### src/rtl/iitb_pkg.sv
// Shared IITB-RISC pipeline types and widths.
// EX/MEM bundle layout and ALU op-code flag bits.
package iitb_pkg;
  localparam int DATA_W = 16;
  localparam int REG_AW = 3;
  localparam int OP_W   = 6;

  localparam int ALU_OP_CARRY_BIT = 3;
  localparam int ALU_OP_ZERO_BIT  = 2;

  typedef struct packed {
    logic [DATA_W-1:0] result;
    logic [REG_AW-1:0] rd;
    logic              rf_we;
    logic              mem_we;
    logic              mem_re;
    logic [DATA_W-1:0] store_data;
    logic [DATA_W-1:0] pc;
  } ex_mem_t;
endpackage

### src/rtl/ex_mem_latch_if.sv
// EX-side inputs and MEM-side outputs of the EX/MEM register.
// slave = the latch, master = the EX stage / consumer.
interface ex_mem_latch_if;
  import iitb_pkg::*;

  logic              in_valid;
  logic [DATA_W-1:0] alu_out;
  logic              alu_carry;
  logic              alu_zero;
  logic              alu_block_write_en;
  logic [OP_W-1:0]   alu_op;
  logic [REG_AW-1:0] rd_in;
  logic              rf_we_in;
  logic              mem_we_in;
  logic              mem_re_in;
  logic [DATA_W-1:0] store_data_in;
  logic [DATA_W-1:0] pc_in;

  logic              out_valid;
  logic [DATA_W-1:0] result;
  logic [REG_AW-1:0] rd_out;
  logic              rf_we_out;
  logic              mem_we_out;
  logic              mem_re_out;
  logic [DATA_W-1:0] store_data_out;
  logic [DATA_W-1:0] pc_out;
  logic              carry_flag;
  logic              zero_flag;

  modport slave (
    input  in_valid, alu_out, alu_carry, alu_zero,
    input  alu_block_write_en, alu_op, rd_in,
    input  rf_we_in, mem_we_in, mem_re_in,
    input  store_data_in, pc_in,
    output out_valid, result, rd_out,
    output rf_we_out, mem_we_out, mem_re_out,
    output store_data_out, pc_out,
    output carry_flag, zero_flag
  );

  modport master (
    output in_valid, alu_out, alu_carry, alu_zero,
    output alu_block_write_en, alu_op, rd_in,
    output rf_we_in, mem_we_in, mem_re_in,
    output store_data_in, pc_in,
    input  out_valid, result, rd_out,
    input  rf_we_out, mem_we_out, mem_re_out,
    input  store_data_out, pc_out,
    input  carry_flag, zero_flag
  );
endinterface

### src/rtl/ex_mem_latch_flag_reg.sv
// Architectural carry/zero flags.
// EX writer is younger than the MEM load writer, so it wins.
module flag_reg (
  input  logic clk,
  input  logic rst_n,
  input  logic c_ex_we,
  input  logic c_ex,
  input  logic z_ex_we,
  input  logic z_ex,
  input  logic z_mem_we,
  input  logic z_mem,
  output logic carry,
  output logic zero
);

  // carry: only the EX stage writes it
  always_ff @(posedge clk) begin
    if (!rst_n)
      carry <= 1'b0;
    else if (c_ex_we)
      carry <= c_ex;
  end

  // zero: EX update first, then MEM load update
  always_ff @(posedge clk) begin
    if (!rst_n)
      zero <= 1'b0;
    else if (z_ex_we)
      zero <= z_ex;
    else if (z_mem_we)
      zero <= z_mem;
  end

endmodule

### src/rtl/ex_mem_latch.sv
// EX/MEM pipeline register with stall/flush and
// conditional-execute qualification of write enables.
module ex_mem_latch
  import iitb_pkg::*;
(
  input  logic clk,
  input  logic rst_n,
  input  logic stall,
  input  logic flush,
  input  logic mem_zero_we,
  input  logic mem_zero,
  ex_mem_latch_if.slave bus
);

  ex_mem_t d;
  ex_mem_t q;
  logic    vld;
  logic    ok;
  logic    commit;
  logic    exec;

  assign commit = bus.in_valid & ~stall & ~flush;
  assign exec   = commit & bus.alu_block_write_en;
  assign ok     = bus.in_valid & bus.alu_block_write_en;

  // next bundle with enables qualified by the condition result
  always_comb begin
    d            = '0;
    d.result     = bus.alu_out;
    d.rd         = bus.rd_in;
    d.rf_we      = bus.rf_we_in & ok;
    d.mem_we     = bus.mem_we_in & ok;
    d.mem_re     = bus.mem_re_in & ok;
    d.store_data = bus.store_data_in;
    d.pc         = bus.pc_in;
  end

  // pipeline register: flush bubbles, stall holds
  always_ff @(posedge clk) begin
    if (!rst_n) begin
      q   <= '0;
      vld <= 1'b0;
    end else if (flush) begin
      vld      <= 1'b0;
      q.rf_we  <= 1'b0;
      q.mem_we <= 1'b0;
      q.mem_re <= 1'b0;
    end else if (!stall) begin
      q   <= d;
      vld <= bus.in_valid;
    end
  end

  flag_reg u_flag (
    .clk      (clk),
    .rst_n    (rst_n),
    .c_ex_we  (exec & bus.alu_op[ALU_OP_CARRY_BIT]),
    .c_ex     (bus.alu_carry),
    .z_ex_we  (exec & bus.alu_op[ALU_OP_ZERO_BIT]),
    .z_ex     (bus.alu_zero),
    .z_mem_we (mem_zero_we & ~stall),
    .z_mem    (mem_zero),
    .carry    (bus.carry_flag),
    .zero     (bus.zero_flag)
  );

  assign bus.out_valid      = vld;
  assign bus.result         = q.result;
  assign bus.rd_out         = q.rd;
  assign bus.rf_we_out      = q.rf_we;
  assign bus.mem_we_out     = q.mem_we;
  assign bus.mem_re_out     = q.mem_re;
  assign bus.store_data_out = q.store_data;
  assign bus.pc_out         = q.pc;

endmodule

### src/flat_wrapper.sv
// flat-port wrapper written by rule: the top's interface ports become plain ports
module ex_mem_latch_flat import iitb_pkg::*;
  (clk, rst_n, stall, flush, mem_zero_we, mem_zero, bus_in_valid, bus_alu_out, bus_alu_carry, bus_alu_zero, bus_alu_block_write_en, bus_alu_op, bus_rd_in, bus_rf_we_in, bus_mem_we_in, bus_mem_re_in, bus_store_data_in, bus_pc_in, bus_out_valid, bus_result, bus_rd_out, bus_rf_we_out, bus_mem_we_out, bus_mem_re_out, bus_store_data_out, bus_pc_out, bus_carry_flag, bus_zero_flag);
  ex_mem_latch_if bus_i ();
  input  logic clk;
  input  logic rst_n;
  input  logic stall;
  input  logic flush;
  input  logic mem_zero_we;
  input  logic mem_zero;
  input wire logic [$bits(bus_i.in_valid)-1:0] bus_in_valid;
  input wire logic [$bits(bus_i.alu_out)-1:0] bus_alu_out;
  input wire logic [$bits(bus_i.alu_carry)-1:0] bus_alu_carry;
  input wire logic [$bits(bus_i.alu_zero)-1:0] bus_alu_zero;
  input wire logic [$bits(bus_i.alu_block_write_en)-1:0] bus_alu_block_write_en;
  input wire logic [$bits(bus_i.alu_op)-1:0] bus_alu_op;
  input wire logic [$bits(bus_i.rd_in)-1:0] bus_rd_in;
  input wire logic [$bits(bus_i.rf_we_in)-1:0] bus_rf_we_in;
  input wire logic [$bits(bus_i.mem_we_in)-1:0] bus_mem_we_in;
  input wire logic [$bits(bus_i.mem_re_in)-1:0] bus_mem_re_in;
  input wire logic [$bits(bus_i.store_data_in)-1:0] bus_store_data_in;
  input wire logic [$bits(bus_i.pc_in)-1:0] bus_pc_in;
  output wire logic [$bits(bus_i.out_valid)-1:0] bus_out_valid;
  output wire logic [$bits(bus_i.result)-1:0] bus_result;
  output wire logic [$bits(bus_i.rd_out)-1:0] bus_rd_out;
  output wire logic [$bits(bus_i.rf_we_out)-1:0] bus_rf_we_out;
  output wire logic [$bits(bus_i.mem_we_out)-1:0] bus_mem_we_out;
  output wire logic [$bits(bus_i.mem_re_out)-1:0] bus_mem_re_out;
  output wire logic [$bits(bus_i.store_data_out)-1:0] bus_store_data_out;
  output wire logic [$bits(bus_i.pc_out)-1:0] bus_pc_out;
  output wire logic [$bits(bus_i.carry_flag)-1:0] bus_carry_flag;
  output wire logic [$bits(bus_i.zero_flag)-1:0] bus_zero_flag;
  assign bus_i.in_valid = bus_in_valid;
  assign bus_i.alu_out = bus_alu_out;
  assign bus_i.alu_carry = bus_alu_carry;
  assign bus_i.alu_zero = bus_alu_zero;
  assign bus_i.alu_block_write_en = bus_alu_block_write_en;
  assign bus_i.alu_op = bus_alu_op;
  assign bus_i.rd_in = bus_rd_in;
  assign bus_i.rf_we_in = bus_rf_we_in;
  assign bus_i.mem_we_in = bus_mem_we_in;
  assign bus_i.mem_re_in = bus_mem_re_in;
  assign bus_i.store_data_in = bus_store_data_in;
  assign bus_i.pc_in = bus_pc_in;
  assign bus_out_valid = bus_i.out_valid;
  assign bus_result = bus_i.result;
  assign bus_rd_out = bus_i.rd_out;
  assign bus_rf_we_out = bus_i.rf_we_out;
  assign bus_mem_we_out = bus_i.mem_we_out;
  assign bus_mem_re_out = bus_i.mem_re_out;
  assign bus_store_data_out = bus_i.store_data_out;
  assign bus_pc_out = bus_i.pc_out;
  assign bus_carry_flag = bus_i.carry_flag;
  assign bus_zero_flag = bus_i.zero_flag;
  ex_mem_latch u_core (.clk(clk), .rst_n(rst_n), .stall(stall), .flush(flush), .mem_zero_we(mem_zero_we), .mem_zero(mem_zero), .bus(bus_i));
endmodule
### config.mk
export PLATFORM = sky130hd
export DESIGN_NAME = ex_mem_latch_flat
export DESIGN_NICKNAME = d
export VERILOG_FILES = /design/src/rtl/iitb_pkg.sv /design/src/rtl/ex_mem_latch_if.sv /design/src/rtl/ex_mem_latch_flag_reg.sv /design/src/rtl/ex_mem_latch.sv /design/src/flat_wrapper.sv
export SDC_FILE = /design/constraint.sdc
export NUM_CORES = 1
export LEC_CHECK = 0
export BUFFER_PORTS_ARGS = -buffer_cell sky130_fd_sc_hd__buf_2
export CAP_MARGIN = 20
export CORE_MARGIN = 3
export CORE_UTILIZATION = 46
export CTS_CLUSTER_DIAMETER = 100
export DETAILED_ROUTE_END_ITERATION = 7
export PLACE_DENSITY = 0.84
export SLEW_MARGIN = 5
export SYNTH_ARGS = -nofsm -noshare
export SYNTH_HDL_FRONTEND = slang
export SYNTH_SLANG_ARGS = --single-unit
### constraint.sdc
create_clock -name clk -period 2.5 [get_ports clk]
set_input_delay 0.25 -clock clk [delete_from_list [all_inputs] [get_ports clk]]
set_output_delay 0.25 -clock clk [all_outputs]
set_load 0.02 [all_outputs]
=== Word level (Yosys, flattened, before mapping) ===
Index checks and enable logic that the tools add are counted.

* Register bits after elaboration: 57
* Latch bits: 0
* Bits in writable memories: 0
* Bits in read-only memories: 0
* Output and inout bits: 57
* Word-level logic and storage cells: 28
* Memories: 0

* $add $sub $neg: 0
* Multipliers: 0
* Divide/modulo/power cells: 0
* Order comparisons: 0
* Equal/unequal tests: 0
* Shift operators: 0
* Mux-type cells: 2
* Bitwise operators: 13
* Reduce and logical (&&, ||, !) cells: 3

{| class="wikitable"
|+ Operator list
! operator !! number
|-
| bitwise AND 1 bit || 10
|-
| inverter 1 bit || 3
|-
| 2-to-1 mux 1 bit || 2
|-
| AND reduction 2 bit || 1
|-
| nonzero test 2 bit || 1
|-
| OR reduction 2 bit || 1
|}

=== Logic depth before layout (Yosys ltp) ===
Gate-level depths: netlist of run 1.

* Word-level depth: 6
* Depth in mapped cells: 6
* Mapped depth without buffers: 3

=== Modules after synthesis ===
Synthesis of run 1 repeated with hierarchy kept, for this count alone.

* Cells, all modules: 260
* Area total of the unflattened synthesis: 2,419.8 µm²

{| class="wikitable"
|+ Modules (own cells, without submodules)
! module !! times used !! cells an instance !! area an instance (µm²) !! sequential area each (µm²)
|-
| ex_mem_latch || 1 || 253 || 2,336.0 || 1,101.1
|-
| flag_reg || 1 || 7 || 83.8 || 40.0
|}

=== Worst setup path after synthesis of run 1 ===
No wires, ideal clock.

* Path kind: input to register
* From: in stall
* To: reg u_core.u_flag.zero
* Arrival: 1,031 ps
* Setup slack: 1,343 ps
* Stages on the path: 5
* Buffers on the path: 2
* Path through: buf_6 or2_1 buf_2 o41ai_2 a21oi_1

* Cells in the longest elaborated chain, start to end: 6

{| class="wikitable"
|+ Ends and longest elaborated chain
! item !! RTL line !! text
|-
| start, declared || flat_wrapper.sv:7 || <nowiki>input logic stall;</nowiki>
|-
| inverter 1 bit (no line) * || - ||
|-
| bitwise AND 1 bit (2 in a row) || ex_mem_latch.sv:22 || <nowiki>assign commit = bus.in_valid & ~stall & ~flush;</nowiki>
|-
| bitwise AND 1 bit || ex_mem_latch.sv:23 || <nowiki>assign exec = commit & bus.alu_block_write_en;</nowiki>
|-
| bitwise AND 1 bit || ex_mem_latch.sv:59 || <nowiki>.z_ex_we (exec & bus.alu_op[ALU_OP_ZERO_BIT]),</nowiki>
|-
| 2-to-1 mux 1 bit or nonzero test 2 bit (tied branches) || - ||
|-
| end signal, assigned || ex_mem_latch_flag_reg.sv:29 || <nowiki>zero <= z_ex;</nowiki>
|-
| end signal, assigned || ex_mem_latch_flag_reg.sv:31 || <nowiki>zero <= z_mem;</nowiki>
|-
| end, declared || ex_mem_latch_flag_reg.sv:13 || <nowiki>output logic zero</nowiki>
|}

Every way passes the cells marked *; elsewhere a longest branch is shown, timed or not.
A chain may end at the register's enable or synchronous reset.

=== Worst setup path in the final report of run 1 ===
* From: in stall
* To: reg u_core.q, in the netlist u_core.bus.pc_out[7]

* Cells in the longest elaborated chain, start to end: 2

{| class="wikitable"
|+ Ends and longest elaborated chain
! item !! RTL line !! text
|-
| inverter 1 bit (no line) || - ||
|-
| AND reduction 2 bit (no line) || - ||
|-
| end, declared || ex_mem_latch.sv:16 || <nowiki>ex_mem_t q;</nowiki>
|}

No other way between the ends.

==> impl_metrics.toml, run 1 <==
[sta]
timing.final.max_slew_violations = 0
fmaxAchievable_mhz = 728
setup_repair_after_global_routing_missed_its_margin = "no"
sum_of_negative_setup_slack_ns = 0
timing.final.crit_period_ns = 1.37
report.final.hold_viol_count = 0
timing.slew.headroom = 0.367
worst_slew_pin_slew_ns = 0.949
finalSetupViolCount = 0
skew_ns = 0
fin_hold_ws_ns = 0.163
timing.final.crit_share = 0.550

[detailed_routing]
antenna_violating_nets_post_route = 0
route.detailed.drc = 0
vias = 2051
post_route_wl_um = 5050
post_drt_via_cell_ratio = 4.78
routedWlPerCell_um = 11.8
drt_pass1_iterations = 5
dr.first_iter.drc_count = 79

[synth]
synthesis.yosys.warnings = 0
synth_nets = 324
synth.lib_cells_used.distinct = 20
synth_largest_type_area_fraction = 0.525
synth_async_sr_flop_share = 0
seq_area_frac_synth = 0.525
synth_area_leader_cell = "dfxtp_1"
top_reg_cell_synth = "dfxtp_1"
synth_seq_cells = 57
syn_area_um2 = 2170
syn-instance-count = 254
synth_edf_count = 0
syn-mean-instance-area_um2 = 8.56
yosys-top-cells-area = "dfxtp_1, nand2_1, a21boi_0, a21boi_1, buf_4"

[clock_tree]
cts_inserted_buffers = 9
cts-root-to-sink-buffers = 2
postCtsSetupRepairBufs = 0
worst_skew_pair.late_latency_ns = 0.32
root_cell_of_the_clock_tree = "clkbuf_8"
ctsHoldBuffers = 0
cts_sinks = 57
worst_setup_hold_path_clk_slew_ns = 0.06
h-tree-depth = 3
post_cts_resized = 0
cts_tree = "built"

[final_layout]
antenna-diode-count = 0
fill_cells = 369
layout-area-overhead-vs-synth_pct = 37.5
post_route_cells_drive_above_1_share = 0.377
layout.cell_area.non_filler_um2 = 2990
final_net_count = 442

[power]
ir_drop_worst_vdd_v = 0.000455
power_per_cell_area_nw_per_um2 = 699
static-leakage-power_uw = 0.00143

[min_path]
hold_path_class = "primary input to flop"
startpoint_of_the_lowest_slack_hold_path = "bus_pc_in[3]"

[floorplan]
width_of_the_chip_um = 74.8
num_io_pins = 127
dieHeight_um = 74.8
initial_core_util = 0.489
rows = 24
die-area_um2 = 5590
coreArea_um2 = 4440

[global_route]
grt_start_max_net_pins = 53
gr-total-overflow = 0
all_layer_gr_usage = 0.183
grt_first_pass_wirelength_um = 7740
grt_pass1_vias = 1762
grt_antenna_before_repair = 0

[run]
timing.max_cap.violations = 0

[critical_path]
timing.critical_path.required_ns = 2.73
critPathMaxFanout = 52
r2r-start = "u_core.bus.pc_out[7]"
critPathKind = "primary input to flop"
startpoint_type = "primary input"
crit_start = "stall"
worst-endpoint-arrival_ns = 1.61
worst_setup_path_end_kind = "flop"

[placement]
place_congestion = 0.732
post_dp_cell_area_um2 = 2780
place.port_buffers = 122
dp_hpwl_um = 3600

[outcome]
status = "completed"
[state kept, by name (all words and copies together), names as in the netlist]
name,count
u_core.bus.out_valid,1
u_core.bus.pc_out,16
u_core.bus.rf_we_out,1
u_core.bus.mem_we_out,1
u_core.bus.store_data_out,16
u_core.u_flag.carry,1
u_core.bus.result,16
u_core.bus.rd_out,3
u_core.u_flag.zero,1
u_core.bus.mem_re_out,1
[routing by layer]
| metal | up-vias | track usage | part of all wire |
|---|---|---|---|
| li1 | 1053 | - | - |
| met1 | 901 | 0.205 | 0.43 |
| met2 | 92 | 0.306 | 0.46 |
| met3 | 5 | 0.0881 | 0.11 |
| met4 | 0 | 0.0593 | 0.0081 |
| met5 | - | 0 | 0 |
[cells by family (layout without fill, tap and decap cells)]
kind of cell / count (synthesis) / count (layout) / synth area share
muxes: 3 / 3 / 0.0138
DFF: 57 / 57 / 0.525
and+or+nand+nor: 119 / 119 / 0.220
buffers and inverters: 19 / 142 / 0.0489
AOI/OAI and AO/OA: 56 / 56 / 0.193
[cell usage after synthesis (2+ instances only)]
library cell	instances
nand3b_1	3
a21boi_1	13
dfxtp_1	57
mux2i_1	3
a21oi_1	4
buf_4	5
nand3_1	2
a21boi_0	38
clkbuf_1	5
nand2_1	108
buf_2	7
[through the flow]
| step | utilization | setup WS, ns | cells | power, µW |
|---|---|---|---|---|
| global placement | 0.626 | 0.812 | 413 | 1230 |
| detailed placement | 0.626 | 0.798 | 413 | 1240 |
| finish | 0.673 | 1.13 | 429 | 2090 |
| floorplan | - | 1.34 | 254 | 1130 |
| CTS | 0.673 | 1.09 | 429 | 2120 |
| global route | 0.673 | 0.939 | 429 | 2190 |
[where the power goes]
part	total [µW]	internal (µW)	switching [µW]	leakage (µW)
Sequential	966	949	17.4	0.000466
Clock	878	541	336	0.000107
Combinational	248	104	144	0.000855
Total	2090	1590	497	0.00143
[worst max-delay path, cell delays in order]
cell and delay [ns]:
buf_2 0.19, or2_2 0.77, nand2_1 0.14, a21boi_0 0.25
[cells in the final DEF, fill, tap and decap left out, drive strengths merged]
cell type    n
mux2i        3
nor2         2
clkinv       1
a21oi        4
nand3        2
a21boi      51
dfxtp       57
nand2b       1
nand3b       3
bufinv       1
nor2b        1
nand2      108
inv          1
clkbuf      14
o41ai        1
and2         1
or2          1
buf        125
[final timing paths]
kind                               end  slack [ns]  cells past startpoint
setup reg to reg  u_core.bus.pc_out[7]        1.79                      2
hold reg to reg   u_core.bus.rf_we_out        0.45                      2
hold / removal    u_core.bus.pc_out[3]        0.16                      3
setup / recovery  u_core.bus.pc_out[7]        1.13                      4
[cell type report]
| class | count | area, µm² | share of cell area |
|---|---|---|---|
| flip-flops and latches | 57 | 1140 | 0.382 |
| multi-input cells | 178 | 927 | 0.310 |
| repair buffers | 125 | 646 | 0.216 |
| clock buffers | 14 | 173 | 0.0577 |
| well taps | 52 | 65.1 | 0.0218 |
| clock inverters | 2 | 35.0 | 0.0117 |
| inverters | 1 | 3.75 | 0.00126 |
Power figures use the tool's default switching activity.
==> run 2: changes to the inputs <==
CORE_UTILIZATION = 43   (was 46)
PLACE_DENSITY = 0.79   (was 0.84)
clock period = 1.35 ns   (was 2.5 ns; I/O delays follow)
==> run 2 against run 1 <==
Register-to-register slack worse by 1.1 ns. Critical endpoint is now bus_store_data_out[11]. Hold slack lost 0.11 ns. Global-route usage about the same. Core utilization down 4.5 points. Total power up 76%. Setup slack worse by 0.75 ns. Largest cell class unchanged. Non-clock buffer count rose by 4. Critical path depth fell by 3. Routed wire length up 2.9%. Die area rose by 6.4%.
==> impl_metrics.toml, run 2 (same netlist as run 1, synthesis figures left out) <==
[outcome]
status = "completed"

[detailed_routing]
antenna_violating_nets_post_route = 0
dr.first_iter.drc_count = 35
route.detailed.drc = 0
met2RoutedLength_um = 2520
post_drt_via_cell_ratio = 4.57
wl_met3_um = 546
top_layer_used = "met4"
post_route_wl_um = 5200
wirelength_met1_um = 2080
vias = 2041
drt_pass1_iterations = 4
routedWlPerCell_um = 11.6

[sta]
fmaxAchievable_mhz = 1030
setup_repair_after_global_routing_missed_its_margin = "no"
timing.final.crit_period_ns = 0.974
timing.slew.headroom = 0.725
report.final.hold_viol_count = 0
finalSetupViolCount = 0
timing.final.crit_share = 0.722
worst_slew_pin_slew_ns = 0.412
sum_of_negative_setup_slack_ns = 0
skew_ns = 0
timing.final.max_slew_violations = 0

[clock_tree]
worst_skew_pair.late_latency_ns = 0.32
cts_tree = "built"
ctsHoldBuffers = 0
cts-root-to-sink-buffers = 2
h-tree-depth = 3
root_cell_of_the_clock_tree = "clkbuf_8"
post_cts_resized = 0
postCtsSetupRepairBufs = 0
worst_setup_hold_path_clk_slew_ns = 0.06
cts_inserted_buffers = 9
cts_sinks = 57

[critical_path]
cp_num_buf_inv = 1
path_cells = "buf_2"
timing.critical_path.required_ns = 1.22
worst_setup_path_end_kind = "primary output"
worst-endpoint-arrival_ns = 0.84
critPathMaxStageDelay_ns = 0.35
cp_top_family = "flip-flops"
crit_slowest_cell = "dfxtp_1"
critPathMaxFanout = 2
critPathKind = "flop to primary output"
startpoint_type = "flop"

[floorplan]
width_of_the_chip_um = 77.1
dieHeight_um = 77.1
initial_core_util = 0.451
coreArea_um2 = 4820
die-area_um2 = 5950
rows = 25
num_io_pins = 127

[final_layout]
postLayoutCoreUtil = 0.628
post_route_cells_drive_above_1_share = 0.387
antenna-diode-count = 0
layout_commonest_cell = "buf_2"
layout-area-overhead-vs-synth_pct = 39.1
final_net_count = 446
most-common-layout-cells = "buf_2, nand2_1, dfxtp_1"

[global_route]
grt_start_max_net_pins = 31
grt_antenna_before_repair = 0
grt_first_pass_wirelength_um = 8770
grt_pass1_vias = 2053
gr-total-overflow = 0
all_layer_gr_usage = 0.183

[run]
timing.max_cap.violations = 0

[placement]
place_congestion = 0.750
dp_hpwl_um = 3820
place.port_buffers = 122

[power]
static-leakage-power_uw = 0.00144
ir_drop_worst_vdd_v = 0.000633
power_per_cell_area_nw_per_um2 = 1220

[min_path]
hold_path_class = "primary input to flop"
run 2: changes by cell type in the layout (fill, tap and decap cells not counted):
cell | previous run | this run
buf_4 | 2 | 5
clkbuf_1 | 2 | 0
bufinv_16 | 1 | 0
clkinv_2 | 1 | 3
buf_12 | 1 | 2
run 2: worst min-delay path: cells and delay by family:
kind / cells / cell delay, ns
buffers and inverters: 1 / 0.09
AND/OR/NAND/NOR: 1 / 0.05
AO/OA/AOI/OAI: 1 / 0.05
run 2: final cells by class:
type | instances | area (µm²)
well taps | 67 | 83.8
flip-flops and latches | 57 | 1140
repair buffers | 129 | 688
clock buffers | 12 | 165
fillers | 462 | 1790
inverters | 1 | 3.75
multi-input cells | 178 | 927
clock inverters | 3 | 15.0
run 2: layer usage:
metal  GRT usage  vias up
met2       0.327       79
li1            -     1056
met3      0.0728        7
met4      0.0854        0
met1       0.187      899
met5           0        -
run 2: report_power, final:
group | switching, µW | internal, µW
clock | 618 | 796
sequential | 33.4 | 1760
combinational | 267 | 204
run 2: per-stage QoR:
step	area [µm²]	total power, µW	std cells	hold WS (ns)	setup slack, ns
floorplan	2170	2100	254	0.270	0.308
CTS	3020	3720	447	0.0366	0.346
detailed placement	2840	2300	432	0.381	0.182
global placement	2840	2290	432	0.376	0.225
finish	3020	3680	447	0.0541	0.376
global route	3020	3870	447	0.0405	0.324
run 2: final timing paths:
check	cells past startpoint	from	to	slack [ns]
max	1	u_core.bus.store_data_out[11]	bus_store_data_out[11]	0.38
min	3	bus_store_data_in[3]	u_core.bus.store_data_out[3]	0.05
max reg2reg	2	u_core.bus.pc_out[4]	u_core.bus.pc_out[4]	0.70
min reg2reg	2	u_core.bus.result[7]	u_core.bus.result[7]	0.45
